File: src/rtl/tail_light_pkg.sv
// Shared types and lamp patterns for the tail light sequencer.
package tail_light_pkg;

   typedef enum logic [3:0] {
      IDLE    = 4'd0,
      L1      = 4'd1,
      L2      = 4'd2,
      L3      = 4'd3,
      R1      = 4'd4,
      R2      = 4'd5,
      R3      = 4'd6,
      HAZ_ON  = 4'd7,
      SEQ_OFF = 4'd8
   } state_t;

   typedef enum logic [1:0] {
      REQ_NONE,
      REQ_LEFT,
      REQ_RIGHT,
      REQ_HAZ
   } req_t;

   localparam logic [2:0] PAT_L1 = 3'b001;
   localparam logic [2:0] PAT_L2 = 3'b011;
   localparam logic [2:0] PAT_L3 = 3'b111;
   localparam logic [2:0] PAT_R1 = 3'b100;
   localparam logic [2:0] PAT_R2 = 3'b110;
   localparam logic [2:0] PAT_R3 = 3'b111;

   // both turn levels together mean hazard
   function automatic req_t get_req(input logic left,
                                    input logic right,
                                    input logic hazard);
      req_t r;
      if (hazard || (left && right)) r = REQ_HAZ;
      else if (left)                 r = REQ_LEFT;
      else if (right)                r = REQ_RIGHT;
      else                           r = REQ_NONE;
      return r;
   endfunction

endpackage

File: src/rtl/tail_light_sequencer_timer.sv
// Step timer: counts 0..STEP_DIV-1 and flags the last count.
module tail_step_timer
   import tail_light_pkg::*;
#(
   parameter int STEP_DIV = 12_500_000
) (
   input  logic clk,
   input  logic reset,
   input  logic clear,
   output logic step
);

   localparam int CW = (STEP_DIV > 2) ? $clog2(STEP_DIV) : 1;
   localparam logic [CW-1:0] LAST = CW'(STEP_DIV - 1);

   logic [CW-1:0] cnt;

   assign step = (cnt == LAST);

   always_ff @(posedge clk or posedge reset) begin
      if (reset)
         cnt <= '0;
      else if (clear || step)
         cnt <= '0;
      else
         cnt <= cnt + CW'(1);
   end

endmodule

File: src/rtl/tail_light_sequencer.sv
// Tail light sequencer: turn/hazard sweep FSM with brake overlay.
module tail_light_sequencer
   import tail_light_pkg::*;
#(
   parameter int STEP_DIV = 12_500_000
) (
   input  logic       clk,
   input  logic       reset,
   input  logic       left,
   input  logic       right,
   input  logic       hazard,
   input  logic       brake,
   output logic [2:0] Lcba,
   output logic [2:0] Rabc,
   output logic       seq_active
);

   state_t     state, nxt;
   req_t       req;
   logic       step;
   logic [2:0] l_d, r_d;

   assign req = get_req(left, right, hazard);

   tail_step_timer #(.STEP_DIV(STEP_DIV)) u_timer (
      .clk   (clk),
      .reset (reset),
      .clear (state == IDLE),
      .step  (step)
   );

   always_ff @(posedge clk or posedge reset) begin
      if (reset)
         state <= IDLE;
      else
         state <= nxt;
   end

   always_comb begin
      nxt = state;
      unique case (state)
         IDLE, SEQ_OFF: begin
            if (state == IDLE || step) begin
               unique case (req)
                  REQ_HAZ:   nxt = HAZ_ON;
                  REQ_LEFT:  nxt = L1;
                  REQ_RIGHT: nxt = R1;
                  default:   nxt = IDLE;
               endcase
            end
         end
         L1: if (step) nxt = (req == REQ_LEFT) ? L2 : SEQ_OFF;
         L2: if (step) nxt = (req == REQ_LEFT) ? L3 : SEQ_OFF;
         R1: if (step) nxt = (req == REQ_RIGHT) ? R2 : SEQ_OFF;
         R2: if (step) nxt = (req == REQ_RIGHT) ? R3 : SEQ_OFF;
         L3, R3, HAZ_ON: if (step) nxt = SEQ_OFF;
         default: nxt = IDLE;
      endcase
   end

   // lamps are derived from the state being entered, so they move with it
   always_comb begin
      l_d = '0;
      r_d = '0;
      unique case (nxt)
         L1:      l_d = PAT_L1;
         L2:      l_d = PAT_L2;
         L3:      l_d = PAT_L3;
         R1:      r_d = PAT_R1;
         R2:      r_d = PAT_R2;
         R3:      r_d = PAT_R3;
         HAZ_ON:  begin l_d = '1; r_d = '1; end
         default: ;
      endcase
      if (brake) begin
         unique case (nxt)
            IDLE, SEQ_OFF: begin l_d = '1; r_d = '1; end
            L1, L2, L3:    r_d = '1;
            R1, R2, R3:    l_d = '1;
            default:       ;
         endcase
      end
   end

   always_ff @(posedge clk or posedge reset) begin
      if (reset) begin
         Lcba       <= '0;
         Rabc       <= '0;
         seq_active <= 1'b0;
      end else begin
         Lcba       <= l_d;
         Rabc       <= r_d;
         seq_active <= (nxt != IDLE);
      end
   end

endmodule

File: config.mk
export PLATFORM = sky130hd
export DESIGN_NAME = tail_light_sequencer
export DESIGN_NICKNAME = d
export VERILOG_FILES = /design/src/rtl/tail_light_pkg.sv /design/src/rtl/tail_light_sequencer_timer.sv /design/src/rtl/tail_light_sequencer.sv
export SDC_FILE = /design/constraint.sdc
export NUM_CORES = 1
export LEC_CHECK = 0
export BUFFER_PORTS_ARGS = -buffer_cell sky130_fd_sc_hd__buf_2
export CORE_UTILIZATION = 40
export DETAILED_ROUTE_END_ITERATION = 10
export PLACE_DENSITY = 0.59
export SYNTH_ARGS = -nofsm -noshare
export SYNTH_HDL_FRONTEND = slang
export SYNTH_HIERARCHICAL = 1
export SYNTH_SLANG_ARGS = --single-unit
File: constraint.sdc
create_clock -name clk -period 2.2 [get_ports clk]
set_input_delay 0 -clock clk [delete_from_list [all_inputs] [get_ports clk]]
set_output_delay 0 -clock clk [all_outputs]
set_load 0.1 [all_outputs]
**Word level (Yosys, flattened, before mapping)**

Index checks and enable logic that the tools add are counted.

- Multiplexer cells: 22
- Equality and inequality tests: 20
- Reductions and logical operators: 12
- Add/subtract/negate cells: 1

Operators with widths:

| operator | count |
|---|---|
| 4-bit two-way mux | 10 |
| 4-bit by 3-bit == test with 1-bit output (second input constant) | 8 |
| 3-bit one-hot mux with 3 select lines | 3 |
| 24-bit by 1-bit adder with 24-bit output (second input constant) | 1 |
| 24-bit == test (second input constant) | 1 |
| 24-bit two-way mux | 1 |
| 4-bit one-hot mux with 6 select lines | 1 |
| 4-bit by 2-bit == test with 1-bit output (second input constant) | 4 |
| 3-bit two-way mux | 4 |
| 5-bit OR reduction | 2 |
| 4-bit by 1-bit == test with 1-bit output (second input constant) | 2 |
| 4-bit == test (second input constant) | 2 |
| 4-bit zero test | 2 |
| 2-bit two-way mux | 3 |
| 2-bit OR reduction | 3 |
| 2-bit == test (second input constant) | 2 |
| 4-bit nonzero test | 1 |
| 3-bit OR reduction | 1 |
| 2-bit by 1-bit == test with 1-bit output (second input constant) | 1 |
| 1-bit logical OR | 2 |
| 1-bit logical AND | 1 |

- Logic and storage cells: 60
- Register bits after elaboration: 35
- Input bits: 6
- Output and inout port bits: 7

**Longest topological paths before layout**

- Depth after elaboration: 12
- Gate-level depth with buffers: 12
- Gate-level depth less buffers: 11

**By module**

Netlist, hierarchy kept.

By module, submodules not included:

| module | sequential area each (µm²) | cells an instance | area each (µm²) | times used |
|---|---|---|---|---|
| tail_step_timer | 600.6 | 132 | 1293.7 | 1 |
| tail_light_sequencer | 275.3 | 73 | 694.4 | 1 |

**Least setup slack after synthesis**

Ideal clock, no wire load.

- Path kind: register to register
- Start: reg u_timer.cnt[0]
- End: reg Lcba[1]
- Period minus slack after synthesis: 2.234 ns
- Buffers on the path: 1
- Setup time: 0.101 ns
- Required time: 2.099 ns
- Data arrival time: 2.134 ns
- Setup slack: -0.034 ns
- Stages on the path, launching flop included: 11
- Cell sequence: dfrtp_1 ha_1 and4_2 nand2_1 nor2_1 buf_2 and4bb_4 a32oi_1 o221ai_2 and2_4 o311ai_2

- Cells in the longest elaborated chain, start to end: 9
- Elaborated cells between the ends (all ways): 23
- Those cells by class: 9 x eq/ne; 10 x mux; 4 x reduce/logical

Ends and longest elaborated chain:

| element | RTL line | RTL |
|---|---|---|
| from (decl) | tail_light_sequencer_timer.sv:16 | `logic [CW-1:0] cnt;` |
| from (signal assigned) | tail_light_sequencer_timer.sv:26 | `cnt <= cnt + CW'(1);` |
| 24-bit == test * | tail_light_sequencer_timer.sv:18 | `assign step = (cnt == LAST);` |
| net step | tail_light_sequencer.sv:20 | `logic step;` |
| 1-bit logical OR | tail_light_sequencer.sv:43 | `if (state == IDLE \|\| step) begin` |
| 4-bit two-way mux | tail_light_sequencer.sv:43 |  |
| 4-bit one-hot mux with 6 select lines * | tail_light_sequencer.sv:41 | `unique case (state)` |
| net nxt[0] | tail_light_sequencer.sv:18 | `state_t state, nxt;` |
| 4-bit by 2-bit == test with 1-bit output or 4-bit by 3-bit == test with 1-bit output (tied branches) | tail_light_sequencer.sv:65 | `unique case (nxt)` |
| 2-bit OR reduction (no line) | -- |  |
| 3-bit one-hot mux with 3 select lines | tail_light_sequencer.sv:65 |  |
| 3-bit two-way mux | tail_light_sequencer.sv:76 | `unique case (nxt)` |
| 3-bit two-way mux * | tail_light_sequencer.sv:75 | `if (brake) begin` |
| net l_d[1] | tail_light_sequencer.sv:21 | `logic [2:0] l_d, r_d;` |
| to (signal assigned) | tail_light_sequencer.sv:91 | `Lcba <= l_d;` |
| to (decl) | tail_light_sequencer.sv:13 | `output logic [2:0] Lcba,` |

The timed path passes the listed nets; every way through them passes the cells marked *.

**Worst setup path in the final report**

- Start: reg u_timer.cnt[8]
- End: reg Lcba[1]

The elaborated chain is that of the path after synthesis.

==> results.md <==
Status:
- The run finished, with violations left.
- The final reports fail on negative setup slack.

Detailed routing:
- Dividing the detail-routed wire length by the instance count gives approximately 13 um.
- After detailed routing, the number of remaining DRC violations is 0.
- The total via count in the routed design is around 1700.
- The number of vias per cell after detailed routing is 5.184.
- In this run the remaining antenna-violating nets after routing total 0.
- The detailed router's first-iteration violation count is 98.
- For this run, the detailed router's first-pass iteration total came to 4.
- The routed design has ~4200 um of wire.

STA:
- Subtracting the final worst setup slack from the clock period gives approximately 2.2 ns.
- The max-slew violation count is 0.
- The final number of hold-violating endpoints is 0.
- The post-route clock period utilization is 101.9%.
- The setup TNS is -0.1021 ns.
- Setup repair after global routing could not meet its margin everywhere.
- Setup violations remaining at the end of the flow were counted as 3.
- The worst setup slack after layout is -0.04208 ns.
- Across the routed clock network, the largest skew measured is ~0.0033 ns.
- The pin slew with the least headroom to its limit is 0.4997 ns.
- Static timing analysis puts the maximum clock frequency at 446.0 MHz.
- The relative slew slack is about two thirds.

Setup path:
- The number of buffers and inverters on the critical path is 1.
- The critical path capture point type is a register.
- The arrival time of the worst setup path is roughly 2.4 ns.
- The critical path goes through nor4b_2 > nand4_1 > nor2_2 > buf_6 > nor4bb_1 > a32oi_1 > o221ai_2 > and2_4 > o311ai_2.
- The cell type of the slowest stage on the worst timing path is sky130_fd_sc_hd__dfrtp_1.
- Among cell families on the critical path, the largest total delay comes from simple AND/OR/NAND/NOR gates.
- Of all nets on the critical path, the largest fanout is 7.
- STA puts the critical path data required time at ~2.4 ns.
- The type of the setup path with the least slack is reg2reg.
- The worst setup path is launched from a register.
- On the worst path, the slowest cell contributes a delay of ~0.38 ns.

Pwr:
- VDD sags by at most 0.9005 mV.
- In this run the static leakage power is 1.026 nW.
- Dividing total power by cell area gives a power density of around 1000 nW/um2.
- The overall power after layout is ~2.6 mW.

Placement:
- The post-detailed-placement half-perimeter wirelength is between 2000 and 3000 um.
- Input and output buffers added on the ports amount to 12.
- Routability-driven placement finished with a final weighted congestion of ~0.88.
- After detailed placement, the design holds a cell count of approximately 310.

Layout:
- 0 antenna diodes ended up in the layout.
- The area overhead of the layout relative to synthesis is 26.31%.
- The count of placed standard cells in the final layout, fillers left out is 320.
- The total number of nets in the final design is around 260.
- The area taken by flip-flops and latches is between 800 and 900 um2.
- After filler insertion, the fill cell instance count of the layout stands at between 400 and 500.
- Measured on the finished design, the core utilization comes to 52.82%.
- The area used by multi-input combinational logic is ~1000 um2.
- The post-route netlist has between 30 and 40% of its cells at a drive strength greater than 1.

Logic synthesis:
- After synthesis, the mean cell area works out to between 9 and 10 um2.
- Synthesis handed over a netlist of 205 instances.
- Sequential elements use around 44% of the synthesized area.
- The dominant cell type by area after synthesis is sky130_fd_sc_hd__dfrtp_1.
- The synthesized netlist devotes between 20% and 30% of its cell area to simple gates.
- The area fraction of the dominant cell type after synthesis is 44.05%.
- Counting flops with an async set or reset pin after synthesis yields a share of 100.0%.
- The largest family of logic cells by synthesized area is simple AND/OR/NAND/NOR gates.
- After Yosys synthesis, full adders, half adders and majority gates account for less than 1% of the synthesized area.
- The number of flops mapped to enable cells by yosys is 0.
- The number of different library cells in the post-synthesis netlist is 48.
- The share of cell area taken by muxes after synthesis is 0%.
- After synthesis the netlist holds a flip-flop and latch count of 35.
- Yosys attributes the largest share of cell area to sky130_fd_sc_hd__dfrtp_1 44%, sky130_fd_sc_hd__nor2_1 4.9%, sky130_fd_sc_hd__xnor2_1 4.4%, sky130_fd_sc_hd__buf_6 2.8%, sky130_fd_sc_hd__a21oi_1 2.8%.
- The synthesized-area fraction occupied by ao, oa, aoi and oai cells is ~15%.
- The xor/xnor share of the synthesized area is 6.167%.
- For this run, the number of Yosys warnings is 6.
- The most common flop cell mapped by yosys is sky130_fd_sc_hd__dfrtp_1.
- The post-synth net total is around 210.
- The cell area after synthesis is 1988 um2.

GRT:
- The first global-routing pass estimated 7424 um of wire.
- The pin count of the biggest net entering global routing is 25.
- The via count of the first global-routing pass is 1635.
- The global route total overflow is 0.
- In the global route stage, overall resource usage came out at a little under a fifth.
- The initial antenna violation count is 0.

Floorplanning:
- The floorplan step defined a core boundary enclosing between 4000 and 5000 um2.
- The top-level I/O count is 13.
- The die covers 5256 um2.
- From bottom edge to top edge, the die measures 72.50 um.
- The width of the chip is ~73 um.
- For this configuration, the core starts out at a cell density of a little over two fifths.
- The cell row count is 25.

CTS:
- Clock tree synthesis selected as its root buffer the cell sky130_fd_sc_hd__clkbuf_8.
- The clock net in this run drives a total of 35 sinks.
- TritonCTS built the clock tree.
- CTS built an H-tree with a depth of 2.
- Counting along the longest clock path gives a buffer depth of 2.
- At the later pin of the worst-skew pair, clock insertion delay measures approximately 0.28 ns.
- The clock-pin slew of the registers on the worst-case setup and hold paths is 0.07 ns.
- The TritonCTS buffer count is 5.

Flow run:
- The max-cap violation count is 0.

Worst hold path:
- The class of the tightest hold or removal check is in2reg.
[metrics by stage]
stage	area (um2)	hold slack (ns)	setup slack [ns]
global placement	2306	0.02083	-0.01414
floorplan	1991	-0.1476	0.01087
global route	2511	0.2423	-0.1963
CTS	2470	0.2075	-0.01936
finish	2511	0.2243	-0.04208
detailed placement	2306	0.02254	-0.1067
[kinds of logic after synthesis]
| logic type | count (synthesis) |
|---|---|
| AOI/OAI and AO/OA | 38 |
| xor gates and xnor gates | 14 |
| adders and majority gates | 1 |
| buffers and inverters | 22 |
| DFF | 35 |
| and+or+nand+nor | 95 |
[layout make-up]
cell class / instances / share of cell area, %
flip-flops and latches: 35 / 34.88
inverters: 11 / 1.644
clock buffers: 8 / 3.986
well taps: 67 / 3.338
repair buffers: 51 / 14.40
multi-input cells: 148 / 41.75
[final timing paths]
| check | start | end | slack [ns] | cells past startpoint |
|---|---|---|---|---|
| max | u_timer/cnt[8] | Lcba[1] | -0.04 | 9 |
| min | hazard | state[2] | 0.22 | 3 |
| max reg2reg | u_timer/cnt[8] | Lcba[1] | -0.04 | 9 |
| min reg2reg | u_timer/cnt[0] | u_timer/cnt[0] | 0.56 | 2 |
| max in group asynchronous | reset | u_timer/cnt[9] | 1.64 | 4 |
| min in group asynchronous | reset | Rabc[2] | 0.26 | 3 |
[cells in the final DEF (no fill, tap or decap), types with 4 or more instances in the layout]
cell                       count
sky130_fd_sc_hd__or4_1         4
sky130_fd_sc_hd__o31ai_1       7
sky130_fd_sc_hd__nor4_1        4
sky130_fd_sc_hd__a21oi_2       6
sky130_fd_sc_hd__nand2_1      11
sky130_fd_sc_hd__a21oi_1       8
sky130_fd_sc_hd__nand4_1       6
sky130_fd_sc_hd__xor2_1        4
sky130_fd_sc_hd__nor2_1       23
sky130_fd_sc_hd__clkbuf_8      7
sky130_fd_sc_hd__inv_1        10
sky130_fd_sc_hd__or3_1         5
sky130_fd_sc_hd__xnor2_1      10
sky130_fd_sc_hd__dfrtp_1      35
sky130_fd_sc_hd__buf_2        12
sky130_fd_sc_hd__buf_4        36
sky130_fd_sc_hd__nand3_1       7
[synth_stat cells, drive strengths merged (7+ instances only)]
cell,number
dfrtp,35
nor2,27
a21oi,14
nand2,13
inv,11
buf,10
xnor2,10
nand3,9
o21ai,8
nand4,7
o31ai,7
or4,7
[sequential cells by signal (all words and copies together) (netlist names)]
signal,cells
state,4
Lcba,3
Rabc,3
seq_active,1
u_timer/cnt,24
[where the power goes]
part	total, mW	internal, mW	switching (mW)
combinational	1.21	0.438	0.771
sequential	0.893	0.778	0.115
clock	0.504	0.286	0.219
[worst min-delay path, delay by kind of cell]
family | cells | cell delay, ns
AOI/OAI and AO/OA | 1 | 0.13
and+or+nand+nor | 1 | 0.18
buffers and inverters | 1 | 0.13
[per-layer routing]
metal  global-route usage [%]  routed length (um)  vias to the layer above
met5                        0                   0                        -
met3                    3.333                 108                        4
li1                         -                   -                      834
met1                    24.69                2115                      802
met2                    29.28                1924                       19
met4                    5.229                  42                        0
[repair_timing]
action                                  4_1_cts  5_1_grt
setup buffers                                 2        2
pin swaps                                    12       11
hold buffers                                  2        0
hold endpoints to repair                     36        0
endpoints found under the setup margin        5        8
resized for setup                             7        9
Note: power is estimated with default switching activity, not from simulation.
